--- src/rtl/alu_scheduler.sv ---
// alu_scheduler: round-robin front end for two requesters sharing one ALU,
// holding operands for HOLD_CYCLES before capturing the result into a response.
module alu_scheduler #(
    parameter int HOLD_CYCLES = 1
) (
    input  logic        clock,
    input  logic        reset,
    input  logic        r0_valid,
    output logic        r0_ready,
    input  logic [5:0]  r0_instr,
    input  logic [31:0] r0_a,
    input  logic [31:0] r0_b,
    input  logic [15:0] r0_value,
    input  logic        r0_highlow,
    output logic        r0_rsp_valid,
    input  logic        r0_rsp_ready,
    output logic [31:0] r0_rsp_data,
    output logic        r0_rsp_flag,
    output logic        r0_rsp_err,
    input  logic        r1_valid,
    output logic        r1_ready,
    input  logic [5:0]  r1_instr,
    input  logic [31:0] r1_a,
    input  logic [31:0] r1_b,
    input  logic [15:0] r1_value,
    input  logic        r1_highlow,
    output logic        r1_rsp_valid,
    input  logic        r1_rsp_ready,
    output logic [31:0] r1_rsp_data,
    output logic        r1_rsp_flag,
    output logic        r1_rsp_err,
    output logic [5:0]  alu_instr,
    output logic [31:0] alu_a,
    output logic [31:0] alu_b,
    output logic [15:0] alu_value,
    output logic        alu_highlow,
    output logic        alu_en,
    input  logic [31:0] alu_c,
    input  logic        alu_f3,
    output logic        busy
);
    typedef enum logic [1:0] {IDLE, EXEC, CAPT, RESP} state_t;
    state_t      state_q, state_d;
    logic        ptr_q, ptr_d, own_q, own_d;
    logic [3:0]  cnt_q, cnt_d;
    logic [5:0]  instr_q, instr_d;
    logic [31:0] a_q, a_d, b_q, b_d, data_q, data_d;
    logic [15:0] value_q, value_d;
    logic        hl_q, hl_d, flag_q, flag_d, err_q, err_d;
    logic        req, sel, legal, accept, run, rsp_done;
    logic [5:0]  sel_instr;

    // Both valid: the pointer decides; otherwise the lone valid requester wins.
    assign req       = r0_valid | r1_valid;
    assign sel       = (r0_valid & r1_valid) ? ptr_q : ~r0_valid;
    assign sel_instr = sel ? r1_instr : r0_instr;
    assign legal     = sel_instr <= 6'd10;
    assign accept    = state_q == IDLE && req;
    assign run       = state_q == EXEC || state_q == CAPT;
    assign rsp_done  = own_q ? r1_rsp_ready : r0_rsp_ready;

    always_ff @(posedge clock) begin
        if (reset) begin
            state_q <= IDLE;
            ptr_q   <= 1'b0;
            own_q   <= 1'b0;
            cnt_q   <= 4'd0;
            instr_q <= 6'd0;
            a_q     <= 32'd0;
            b_q     <= 32'd0;
            value_q <= 16'd0;
            hl_q    <= 1'b0;
            data_q  <= 32'd0;
            flag_q  <= 1'b0;
            err_q   <= 1'b0;
        end else begin
            state_q <= state_d;
            ptr_q   <= ptr_d;
            own_q   <= own_d;
            cnt_q   <= cnt_d;
            instr_q <= instr_d;
            a_q     <= a_d;
            b_q     <= b_d;
            value_q <= value_d;
            hl_q    <= hl_d;
            data_q  <= data_d;
            flag_q  <= flag_d;
            err_q   <= err_d;
        end
    end

    always_comb begin
        state_d = state_q;
        case (state_q)
            IDLE:    if (req) state_d = legal ? EXEC : RESP;
            EXEC:    if (cnt_q == 4'd0) state_d = CAPT;
            CAPT:    state_d = RESP;
            RESP:    if (rsp_done) state_d = IDLE;
            default: state_d = IDLE;
        endcase
    end

    // Operand and response registers; response regs clear on each grant so
    // the uncaptured field of a legal op and both fields of an illegal op read 0.
    always_comb begin
        ptr_d   = accept ? ~sel : ptr_q;
        own_d   = accept ? sel : own_q;
        instr_d = accept ? sel_instr : instr_q;
        a_d     = accept ? (sel ? r1_a : r0_a) : a_q;
        b_d     = accept ? (sel ? r1_b : r0_b) : b_q;
        value_d = accept ? (sel ? r1_value : r0_value) : value_q;
        hl_d    = accept ? (sel ? r1_highlow : r0_highlow) : hl_q;
        cnt_d   = accept ? 4'(HOLD_CYCLES - 1) :
                  (state_q == EXEC && cnt_q != 4'd0) ? cnt_q - 4'd1 : cnt_q;
        data_d  = accept ? 32'd0 : (state_q == CAPT && instr_q <= 6'd7) ? alu_c : data_q;
        flag_d  = accept ? 1'b0 : (state_q == CAPT && instr_q >= 6'd8) ? alu_f3 : flag_q;
        err_d   = accept ? ~legal : err_q;
    end

    always_comb begin
        r0_ready     = !reset && accept && !sel;
        r1_ready     = !reset && accept && sel;
        r0_rsp_valid = state_q == RESP && !own_q;
        r1_rsp_valid = state_q == RESP && own_q;
        r0_rsp_data  = r0_rsp_valid ? data_q : 32'd0;
        r0_rsp_flag  = r0_rsp_valid && flag_q;
        r0_rsp_err   = r0_rsp_valid && err_q;
        r1_rsp_data  = r1_rsp_valid ? data_q : 32'd0;
        r1_rsp_flag  = r1_rsp_valid && flag_q;
        r1_rsp_err   = r1_rsp_valid && err_q;
        alu_en       = run;
        alu_instr    = run ? instr_q : 6'd0;
        alu_a        = run ? a_q : 32'd0;
        alu_b        = run ? b_q : 32'd0;
        alu_value    = run ? value_q : 16'd0;
        alu_highlow  = run && hl_q;
        busy         = state_q != IDLE;
    end
endmodule

--- config.mk ---
export PLATFORM = sky130hd
export DESIGN_NAME = alu_scheduler
export DESIGN_NICKNAME = d
export VERILOG_FILES = /design/src/rtl/alu_scheduler.sv
export SDC_FILE = /design/constraint.sdc
export NUM_CORES = 1
export LEC_CHECK = 0
export ABC_CLOCK_PERIOD_IN_PS = 2300
export BUFFER_PORTS_ARGS = -buffer_cell sky130_fd_sc_hd__buf_2
export CORE_ASPECT_RATIO = 0.9
export CORE_MARGIN = 2
export CORE_UTILIZATION = 23
export CTS_CLUSTER_SIZE = 24
export DETAILED_ROUTE_END_ITERATION = 8
export HOLD_SLACK_MARGIN = 0.06
export PLACE_DENSITY = 0.45
export SLEW_MARGIN = 20
export SYNTH_ARGS = -nofsm -noshare
export SYNTH_HDL_FRONTEND = slang
export SYNTH_SLANG_ARGS = --single-unit
export TNS_END_PERCENT = 100
--- constraint.sdc ---
create_clock -name clock -period 2.3 [get_ports clock]
set_input_delay 0.115 -clock clock [delete_from_list [all_inputs] [get_ports clock]]
set_output_delay 0.115 -clock clock [all_outputs]
set_load 0.02 [all_outputs]
==> results.md <==
* Initial DRC Count at 348
* Power density normalized to cell area at 937.4 mW/mm2
* Hold WS at 77.34 ps
* Setup TNS after final layout at 0 ps
* Number of global-route vias before repair at 7472
* Main combinational cell family by area after synthesis: simple AND/OR/NAND/NOR gates
* Die width at 173.7 um
* Top-Level Pins at 374
* Leading cell type in the layout, fill and taps excluded: buf_2
* Net switching share of the total power at 0.4017
* Routed length per placed instance at 15.26 um
* Kind of end point of the critical path: flop
* Vias post-DR at 7433
* Synth-to-layout area growth at 82.37%
* Fraction of layout cells with a size suffix above 1 at 0.3295
* Post-Synth Adder-Cell Area at 0.01050
* Crit path arrival time at 2460 ps
* Die extent in y at 156.7 um
* Worst Setup Start Kind: flop
* Largest fanout of any net on the critical path at 46
* Nets in the synthesized netlist at 974
* Final-report max-slew violation count at 0
* Synthesized area divided by synthesized cell count at 7.885 um2
* Post-synthesis compound-gate area fraction at 0.1688
* Starting density of the core at 0.2354
* WS Path Type: flop to flop
* Async SR Flop Fraction at 0
* Maximum number of pins on one net before global-route repair at 65
* Worst Tran Pin Value at 823.9 ps
* Number of sinks on the clock net at 129
* FP Rows at 55
* Maximum number of buffers from clock root to sink at 2
* Remaining routing DRC violations at 0
* EDFF count, synth at 0
* Count of nets left with antenna violations after detail routing at 0
* Max Clock Freq at 465.0 MHz
* Per-cell via count in the routed design at 4.467
* Count of nets after finishing at 1525
* Register area share after synthesis at 0.4332
* Summed instance area of the synthesized netlist at 0.005961 mm2
* Global-route wire length before repair at 39650 um
* Setup repair after global routing missed its margin: no
* Grt ovf at 0
* Basic-gate share of the synthesized area counting and, or, nand and nor cells at 0.3335
* Fin util at 0.4292
* Count of input and output buffers at 373
* Post-synth cell types at 35
* TritonRoute pass-1 iters at 8
* Logic depth of the worst register-to-register path at 7
* Antenna violations before repair at 3
* RePlAce Congestion at 0.7997
* Final clock skew at 18.39 ps
* Part of the total power dissipated in the clock network at 0.266
* Max_slew headroom at 0.4501
* Standard cell area after detailed placement at 0.008227 mm2
* Share of the cycle needed by the critical path after routing at 0.9350
* CTS clock-pin slew for the worst setup and hold paths at 70 ps
* Overall power of the completed layout at 10190 uW
* Hold Path Depth at 4
* Setup violation total in the final timing report at 0
* Result of the run: complete, no violations
* Multiplexer area fraction after synthesis at 0.003359
* Switch Pwr at 4093 uW
* Htree depth at 4
* Comb pwr share at 0.432
* Shortest clock period the worst path allows after layout at 2150 ps
* Dominant synthesized flop cell: dfxtp_1
* Max-cap violation count at 0
* Worst reg-to-reg setup slack at 150 ps
* Total track usage at 0.1835
* Post-detail-place hpwl at 17620 um
* Area share of xor/xnor cells in the synthesized design at 0.004408
* Total non-filler cell area in the finished layout at 0.01087 mm2
* Library cell used as clock root buffer: clkbuf_16
* Overall die area at 0.02722 mm2
* Number of buffers created by CTS at 17
* Count of buffers added by post-CTS timing repair for setup at 0
* Worst-Skew Late Latency at 430 ps
* Final Hold Viols at 0
* Clock tree from TritonCTS: built
* Highest-count cells in the layout ignoring fill and taps: buf_2 (373), dlygate4sd3_1 (203), nand2_1 (199), dfxtp_1 (129), and2_1 (123)
* Seq pwr share at 0.301
* YS warnings at 0
* HP Class: primary input to flop
* Aggregate routed wire length at 25390 um
* Worst endpoint required time at 2610 ps
* Core Area at 0.02532 mm2
* Maximum VDD drop at 0.4621 mV
* Cell Int Power at 6097 uW
* Cells after synthesis at 756
* Reported leakage power at 0.005586 uW
* Register bit total from synthesis at 129
-- metrics by stage --
| stage | worst slack [ps] | instances |
|---|---|---|
| floorplan | 505.6 | 756 |
| global placement | 498.8 | 1427 |
| detailed placement | 438.5 | 1427 |
| CTS | 90.55 | 1662 |
| global route | 28.51 | 1664 |
| finish | 149.6 | 1664 |
-- layout make-up --
class	instances	area [um2]
diodes	2	5.005
clock buffers	17	425.4
clock inverters	15	163.9
repair buffers	595	4111
well taps	342	427.9
flip-flops and latches	129	2582
multi-input cells	559	3136
fillers	2639	14450
inverters	5	18.77
-- final timing paths --
kind                                              start                      end
worst max register to register  state_q[0]$_SDFFE_PP0P_      b_q[6]$_SDFFE_PP0P_
worst max-delay path            state_q[0]$_SDFFE_PP0P_      b_q[6]$_SDFFE_PP0P_
worst min-delay path                           r0_a[14]     a_q[14]$_SDFFE_PP0P_
worst min register to register  data_q[28]$_SDFFE_PP0P_  data_q[28]$_SDFFE_PP0P_
-- worst max-delay path: stages, from the launching register on --
cell	delay, ps
dfxtp_1	370
inv_1	110
ha_4	220
and4b_2	270
buf_12	190
a22oi_1	200
nand2_1	80
dlygate4sd3_1	570
-- synthesized netlist by cell type, types with 5 or more instances --
library cell	instances	area share
nand2_1	199	0.13
a21oi_1	33	0.028
and3_1	34	0.036
inv_1	5	0.0031
nor2_1	37	0.023
nand3_1	8	0.0067
ha_1	5	0.010
clkbuf_1	45	0.028
dfxtp_1	129	0.43
a311oi_1	7	0.010
buf_2	13	0.011
a222oi_1	18	0.030
a22oi_1	64	0.081
and2_1	123	0.13
-- per-layer routing --
metal  wire length [um]  track usage  vias up
li1                   -            -     3669
met1              10500       0.2111     3458
met2              12550       0.3280      277
met3               1938      0.05807       27
met4                389      0.05282        2
met5                 13            0        -
-- state kept, by name, indices dropped and copies added (netlist names) --
signal,flops
data_q,32
state_q,2
cnt_q,4
hl_q,1
err_q,1
value_q,16
a_q,32
ptr_q,1
b_q,32
instr_q,6
flag_q,1
own_q,1
-- timing repair --
| action | CTS | global route |
|---|---|---|
| setup endpoints to repair | 0 | 44 |
| hold buffers | 203 | 0 |
| gates resized for setup | 0 | 3 |
| hold endpoints to repair | 119 | 0 |
-- cells by family (layout without fill, tap and decap cells) --
family / Yosys count / after routing
compound gates: 137 / 137
xor+xnor: 3 / 3
fa+ha+maj: 5 / 5
buf+inv: 68 / 632
flops: 129 / 129
mux: 2 / 2
other cells: 0 / 2
simple gates: 412 / 412
-- power groups by stage --
stage / Clock [uW] / Sequential, uW / Combinational (uW)
4_1_cts: 2800 / 3070 / 4420
2_1_floorplan: 0 / 3000 / 2380
3_5_place_dp: 0 / 3110 / 3760
6_report: 2710 / 3070 / 4410
5_1_grt: 2910 / 3140 / 4840
3_3_place_gp: 0 / 3110 / 3770
Power figures use the tool's default switching activity.
